## src/rtl/register_file.sv

```systemverilog
// register_file: 32 x 64-bit LEGv8 general register file.
// Two combinational read ports (BusA/BusB) and one clocked write port (BusW).
// Index ZERO_REG (X31 / XZR) always reads zero and drops writes.
// Asynchronous active-high Reset clears every location.
// Optional feature: define REGFILE_BYPASS_EN to forward BusW onto a read port
// in the same cycle as a matching write (write-through forwarding).
module register_file #(
  parameter int unsigned DATA_WIDTH = 64,
  parameter int unsigned ADDR_WIDTH = 5,
  parameter int unsigned ZERO_REG   = 31
) (
  input  logic                  Clk,
  input  logic                  Reset,
  input  logic [ADDR_WIDTH-1:0] RA,
  input  logic [ADDR_WIDTH-1:0] RB,
  input  logic [ADDR_WIDTH-1:0] RW,
  input  logic                  RegWr,
  input  logic [DATA_WIDTH-1:0] BusW,
  output logic [DATA_WIDTH-1:0] BusA,
  output logic [DATA_WIDTH-1:0] BusB
);

  localparam int Depth = 2 ** ADDR_WIDTH;
  localparam logic [ADDR_WIDTH-1:0] ZeroIdx = ADDR_WIDTH'(ZERO_REG);

  logic [DATA_WIDTH-1:0] regs_q [Depth];
  logic                  wr_en;

  // A write is effective only when enabled and not aimed at XZR.
  assign wr_en = RegWr && (RW != ZeroIdx);

  // Storage: async clear on Reset, otherwise capture BusW into reg[RW] on the rising edge.
  always_ff @(posedge Clk or posedge Reset) begin
    if (Reset) begin
      for (int i = 0; i < Depth; i++) begin
        regs_q[i] <= '0;
      end
    end else if (wr_en) begin
      regs_q[RW] <= BusW;
    end
  end

  // Read ports: combinational lookup with XZR forced to zero (plus optional forwarding).
  always_comb begin
    BusA = (RA == ZeroIdx) ? '0 : regs_q[RA];
    BusB = (RB == ZeroIdx) ? '0 : regs_q[RB];
`ifdef REGFILE_BYPASS_EN
    // wr_en already excludes XZR, so the zero register is never forwarded.
    if (!Reset && wr_en && (RW == RA)) begin
      BusA = BusW;
    end
    if (!Reset && wr_en && (RW == RB)) begin
      BusB = BusW;
    end
`endif
  end

endmodule
```

## config.mk

```make
export PLATFORM = sky130hd
export DESIGN_NAME = register_file
export DESIGN_NICKNAME = d
export VERILOG_FILES = /design/src/rtl/register_file.sv
export SDC_FILE = /design/constraint.sdc
export NUM_CORES = 2
export LEC_CHECK = 0
export BUFFER_PORTS_ARGS = -buffer_cell sky130_fd_sc_hd__buf_2
export CAP_MARGIN = 20
export CORE_AREA = 8 8 603 427
export CTS_CLUSTER_SIZE = 40
export DETAILED_ROUTE_END_ITERATION = 7
export DIE_AREA = 0 0 611 435
export PLACE_DENSITY_LB_ADDON = 0.3
export SYNTH_ARGS = -nofsm -noshare
export SYNTH_HDL_FRONTEND = slang
export SYNTH_SLANG_ARGS = --single-unit
```

## constraint.sdc

```tcl
create_clock -name Clk -period 73.7 [get_ports Clk]
set_clock_uncertainty 0.05 [all_clocks]
set_input_delay 14.74 -clock Clk [delete_from_list [all_inputs] [get_ports Clk]]
set_output_delay 14.74 -clock Clk [all_outputs]
set_load 0.005 [all_outputs]
```

[Word level (Yosys, flattened, before mapping)]
Cells that the tools add are included.
Word-level totals
  bits in registers: 2048
  latch bits: 0
  RAM bits: 0
  memory bits (read-only): 0
  bits of input ports: 82
  output and inout port bits: 128
  word-level logic and storage cells: 55
  memories kept: 0
Operators by class
  add/sub/neg operators: 0
  multipliers: 0
  divide/modulo/power cells: 0
  magnitude comparators: 4
  equality and inequality tests: 3
  shift-type cells: 0
  multiplexer cells: 11
  bitwise gates (word level): 3
  reductions and logical operators: 2
Operators by type and width (count)
  bitwise mux 2048 bit: 1
  binary-select mux 64 bit (select 5 bit): 2
  2-to-1 mux 64 bit: 7
  demux 64 bit (select 5 bit): 1
  greater-or-equal comparator 6 bit (second input constant): 3
  inverter 5 -> 6 bit: 3
  equality test 5 bit (second input constant): 2
  < comparator 6 x 1 -> 1 bit (second input constant): 1
  inequality test 5 bit (second input constant): 1
  logical AND 1 bit: 2

[Longest topological paths before layout]
  word-level depth: 6
  depth in mapped cells: 11
  gate-level depth less buffers: 5

[Worst setup path before layout]
No wires, ideal clock.
  path kind: input to output
  from: input RA[0]
  to: output BusA[35]
  arrival: 16.516 ns
  slack: 42.394 ns
  stages on the path: 8
  path buffers: 4
  cells stage by stage: buf_6 buf_8 buf_4 buf_2 mux4_2 mux2i_1 o32ai_1 or2_2
On the way
  cells in the longest elaborated chain, start to end: 5
RTL lines
  from (decl): RTL line 14  | input logic [ADDR_WIDTH-1:0] RA,
  inverter 5 -> 6 bit (implied by the code): RTL line 45  | BusA = (RA == ZeroIdx) ? '0 : regs_q[RA];
  binary-select mux 64 bit (select 5 bit): RTL line 45
  2-to-1 mux 64 bit (implied by the code) (2 in series): RTL line 45
  2-to-1 mux 64 bit *: RTL line 45
  to (decl): RTL line 19  | output logic [DATA_WIDTH-1:0] BusA,
Every way passes the cells marked *; elsewhere a longest branch is shown, timed or not. The select of a mux whose other input is x is not followed.

[Worst setup path after layout]
  from: input RB[1]
  to: output BusB[6]
On the way
  cells in the longest elaborated chain, start to end: 5
RTL lines
  from (decl): RTL line 15  | input logic [ADDR_WIDTH-1:0] RB,
  inverter 5 -> 6 bit (implied by the code): RTL line 46  | BusB = (RB == ZeroIdx) ? '0 : regs_q[RB];
  binary-select mux 64 bit (select 5 bit): RTL line 46
  2-to-1 mux 64 bit (implied by the code) (2 in series): RTL line 46
  2-to-1 mux 64 bit *: RTL line 46
  to (decl): RTL line 20  | output logic [DATA_WIDTH-1:0] BusB
Marks and branches as above.

==> metrics.md <==
| Metric | Value |
|---|---|
| Measured slew at the worst slew-check pin | 1253 ps |
| Power per cell area | 27.97 nW/µm² |
| Worst path max stage delay | 790 ps |
| # resized after CTS | 0 |
| Nets | 6890 |
| GP Congestion | 0.8088 |
| Critical Path RT | 58910 ps |
| Crit Path Class | input pin to primary output |
| Clock Tree Buf Depth | 3 |
| Worst vdd ir | around 0.000025 V |
| Reg with most FFs | regs_q |
| Mapped Cells | a little over 7000 |
| # DRC | 0 |
| Critical Path Source Type | input pin |
| Crit Path Max Fanout | 48 |
| CTS tree | yes |
| Setup TNS Final | 0 ps |
| CTS Sinks | 2048 |
| Die area | about 270000 µm² |
| Via/cell ratio | roughly 6.6 |
| Mux contribution to synthesized area | between 40% and 50% |
| Share of flip-flops with an asynchronous set or reset | 100.0% |
| Synth cell types | 45 |
| Area share of the largest cell type after synthesis | 47.30% |
| Seq/Total Area, Yosys | 47.30% |
| DP Area | 111700 µm² |
| Via count | ~69000 |
| Post-synth top flop | dfrtp_1 |
| Vias in the first global route | 70202 |
| Top cells by area, synth | dfrtp_1 47%, mux2_2 21%, mux4_2 20%, mux2i_1 4.4%, clkbuf_1 1.9% |
| Worst skew pair latency | 830 ps |
| Worst hold path class | flip-flop to flip-flop |
| Fin crit period | 34860 ps |
| Core Footprint | 247300 µm² |
| Slowest cell on crit path | buf_4 |
| Drt total wl | roughly 360000 µm |
| Row cnt | 153 |
| Post-synth top area cell | dfrtp_1 |
| DRT antenna net count | 0 |
| H-tree levels | 4 |
| Number of flops mapped to enable cells by yosys | 0 |
| GRT Overall Usage | 26.71% |
| Largest regs | regs_q (2048) |
| XOR/XNOR Fraction of Synth Area | 0% |
| Port Buffer Count | 209 |
| Largest register FFs | 2048 |
| Die Ht | between 400 and 500 µm |
| YS warnings | 0 |
| Post-synthesis compound-gate area fraction | 3.123% |
| Area grow syn2layout | 10.12% |
| Largest net degree at the start of global routing | ~170 |
| Post-synthesis adder-cell area fraction | 0% |
| TritonCTS Buffers | 212 |
| Hpwl dp | 200200 µm |
| Leakage | 51.96 nW |
| Outcome | finished, final reports clean |
| Post-CTS Hold Fix Bufs | 0 |
| Hold Vio Cnt, Final | 0 |
| Mapped Nets | 7125 |
| Fin. max-slew vios | 0 |
| Post-Synthesis Cell Area | 108300 µm² |
| Initial DRC count | 6909 |
| Overall die width | 611 µm |
| Post-Syn Area per Cell | about 15 µm² |
| Maxcap violations | 0 |
| Reg clk slew, reported paths | 60 ps |
| Tcrit/Tclk final | 47.30% |
| RSZ-0062 raised after global routing | false |
| Post-Synth Simple-Gate Area | 0.9262% |
| Crit path cell chain | buf_8 > buf_4 > buf_4 > buf_4 > buf_4 > buf_4 > mux4_2 > nand2b_1 > a211oi_1 > nor3_1 > a31o_2 > buf_2 |
| Fin area | between 100000 and 150000 µm² |
| Slew Limit Headroom | 16.48% |
| Antenna violations before repair | 43 |
| Gr ovfl total | 0 |
| Setup bufs post-CTS | 0 |
| Top cell by count, worst path | buf_4 |
| FILL cells | between 20000 and 25000 |
| Layout cells sized above 1 | 53.40% |
| Fmax achieved | 0.02869 GHz |
| DR pass1 iterations | 5 |
| First-pass GRT wire length | approximately 530000 µm |
| Final Core Density | approximately half |
| Wire per inst | 34.87 µm |
| Critical path endpoint category | primary output |
| Main combinational cell family by area after synthesis | multiplexers |
| Yosys reg bits | 2048 |
| Final setup fails | 0 |
| Critical path arrival | approximately 20000 ps |
| Clk root buf | clkbuf_16 |
| Initial Utilization | between 40% and 50% |
| I/O pins | 210 |
[where the power goes]
group	internal (W)	switching [W]	leakage [nW]
Combinational	0.000402	0.000277	22.0
Sequential	0.00134	0.000160	26.3
Clock	0.000684	0.000476	3.70
Total	0.00242	0.000913	52.0
[layout make-up]
cell class	count	area (µm²)	area share (%)
Tap cell	3332	4169	3.494
Antenna cell	20	50.05	0.04195
Timing Repair Buffer	365	2511	2.105
Multi-Input combinational cell	4128	53620	44.94
Inverter	53	215.2	0.1804
Clock inverter	97	1292	1.083
Sequential cell	2048	51250	42.96
Clock buffer	301	6206	5.202
[stage by stage]
step	setup WS, ps	hold slack, ps	total power [W]	std cells
final	38840	345.0	0.003337	10344
after global routing	38750	358.3	0.003467	10336
after CTS	38920	349.0	0.003345	10319
after detailed placement	38920	335.2	0.002186	9921
after global placement	38940	327.3	0.002155	9918
after floorplan	1060	390.2	0.001996	7043
[per-layer routing]
metal,up-vias,track usage [%],wire [µm]
met5,-,0,13
met4,2,11.47,17340
met3,827,5.436,27860
met2,3263,41.33,166800
met1,37678,36.73,148600
li1,26918,-,-
[layout by cell type (no fill, tap or decap), types with 67 or more instances in the layout]
master | Yosys | final
dfrtp_1 | 2048 | 2048
mux2_2 | 2007 | 2007
mux4_2 | 960 | 960
mux2i_1 | 475 | 475
clkbuf_16 | 0 | 217
buf_2 | 175 | 202
buf_4 | 31 | 136
o22ai_1 | 102 | 102
o21ai_0 | 75 | 75
o221ai_1 | 71 | 71
a21oi_1 | 70 | 70
a211oi_1 | 67 | 67
a22oi_1 | 67 | 67
[critical path, delay by kind of cell]
kind                   cells  cell delay (ps)
and+or+nand+nor            2              240
muxes                      1              410
buffers and inverters      7             3770
AOI/OAI and AO/OA          2              660
[synthesized netlist by cell type (3+ instances only)]
master,instances
a2111oi_0,3
a211oi_1,67
a21oi_1,70
a221oi_1,3
a22oi_1,67
and3_1,65
buf_1,41
buf_2,175
buf_4,31
buf_6,12
buf_8,3
clkbuf_1,551
dfrtp_1,2048
inv_1,51
mux2_2,2007
mux2i_1,475
mux4_2,960
nand2_1,36
nand2b_1,7
nand3_1,4
nand3b_1,6
nor2_1,29
nor2_2,4
nor2b_1,8
nor3_1,18
nor3b_1,4
o21a_1,9
o21ai_0,75
o221ai_1,71
o22ai_1,102
o2bb2ai_1,24
or2_2,4
[cells by family after synthesis]
logic type	after synthesis
compound gates	498
flops	2048
buf+inv	867
mux	3442
simple gates	188
[path summary, 6_finish.rpt]
path | from | endpoint | slack [ps] | cells after the start
min in group asynchronous | Reset | regs_q[1935] | 13910 | 2
hold / removal | regs_q[27] | regs_q[27] | 350 | 0
setup / recovery | RB[1] | BusB[6] | 38840 | 12
max in group asynchronous | Reset | regs_q[517] | 56340 | 5
setup reg to reg | regs_q[1838] | regs_q[1838] | 72840 | 1
hold reg to reg | regs_q[27] | regs_q[27] | 350 | 0
(Power assumes the default switching activity.)
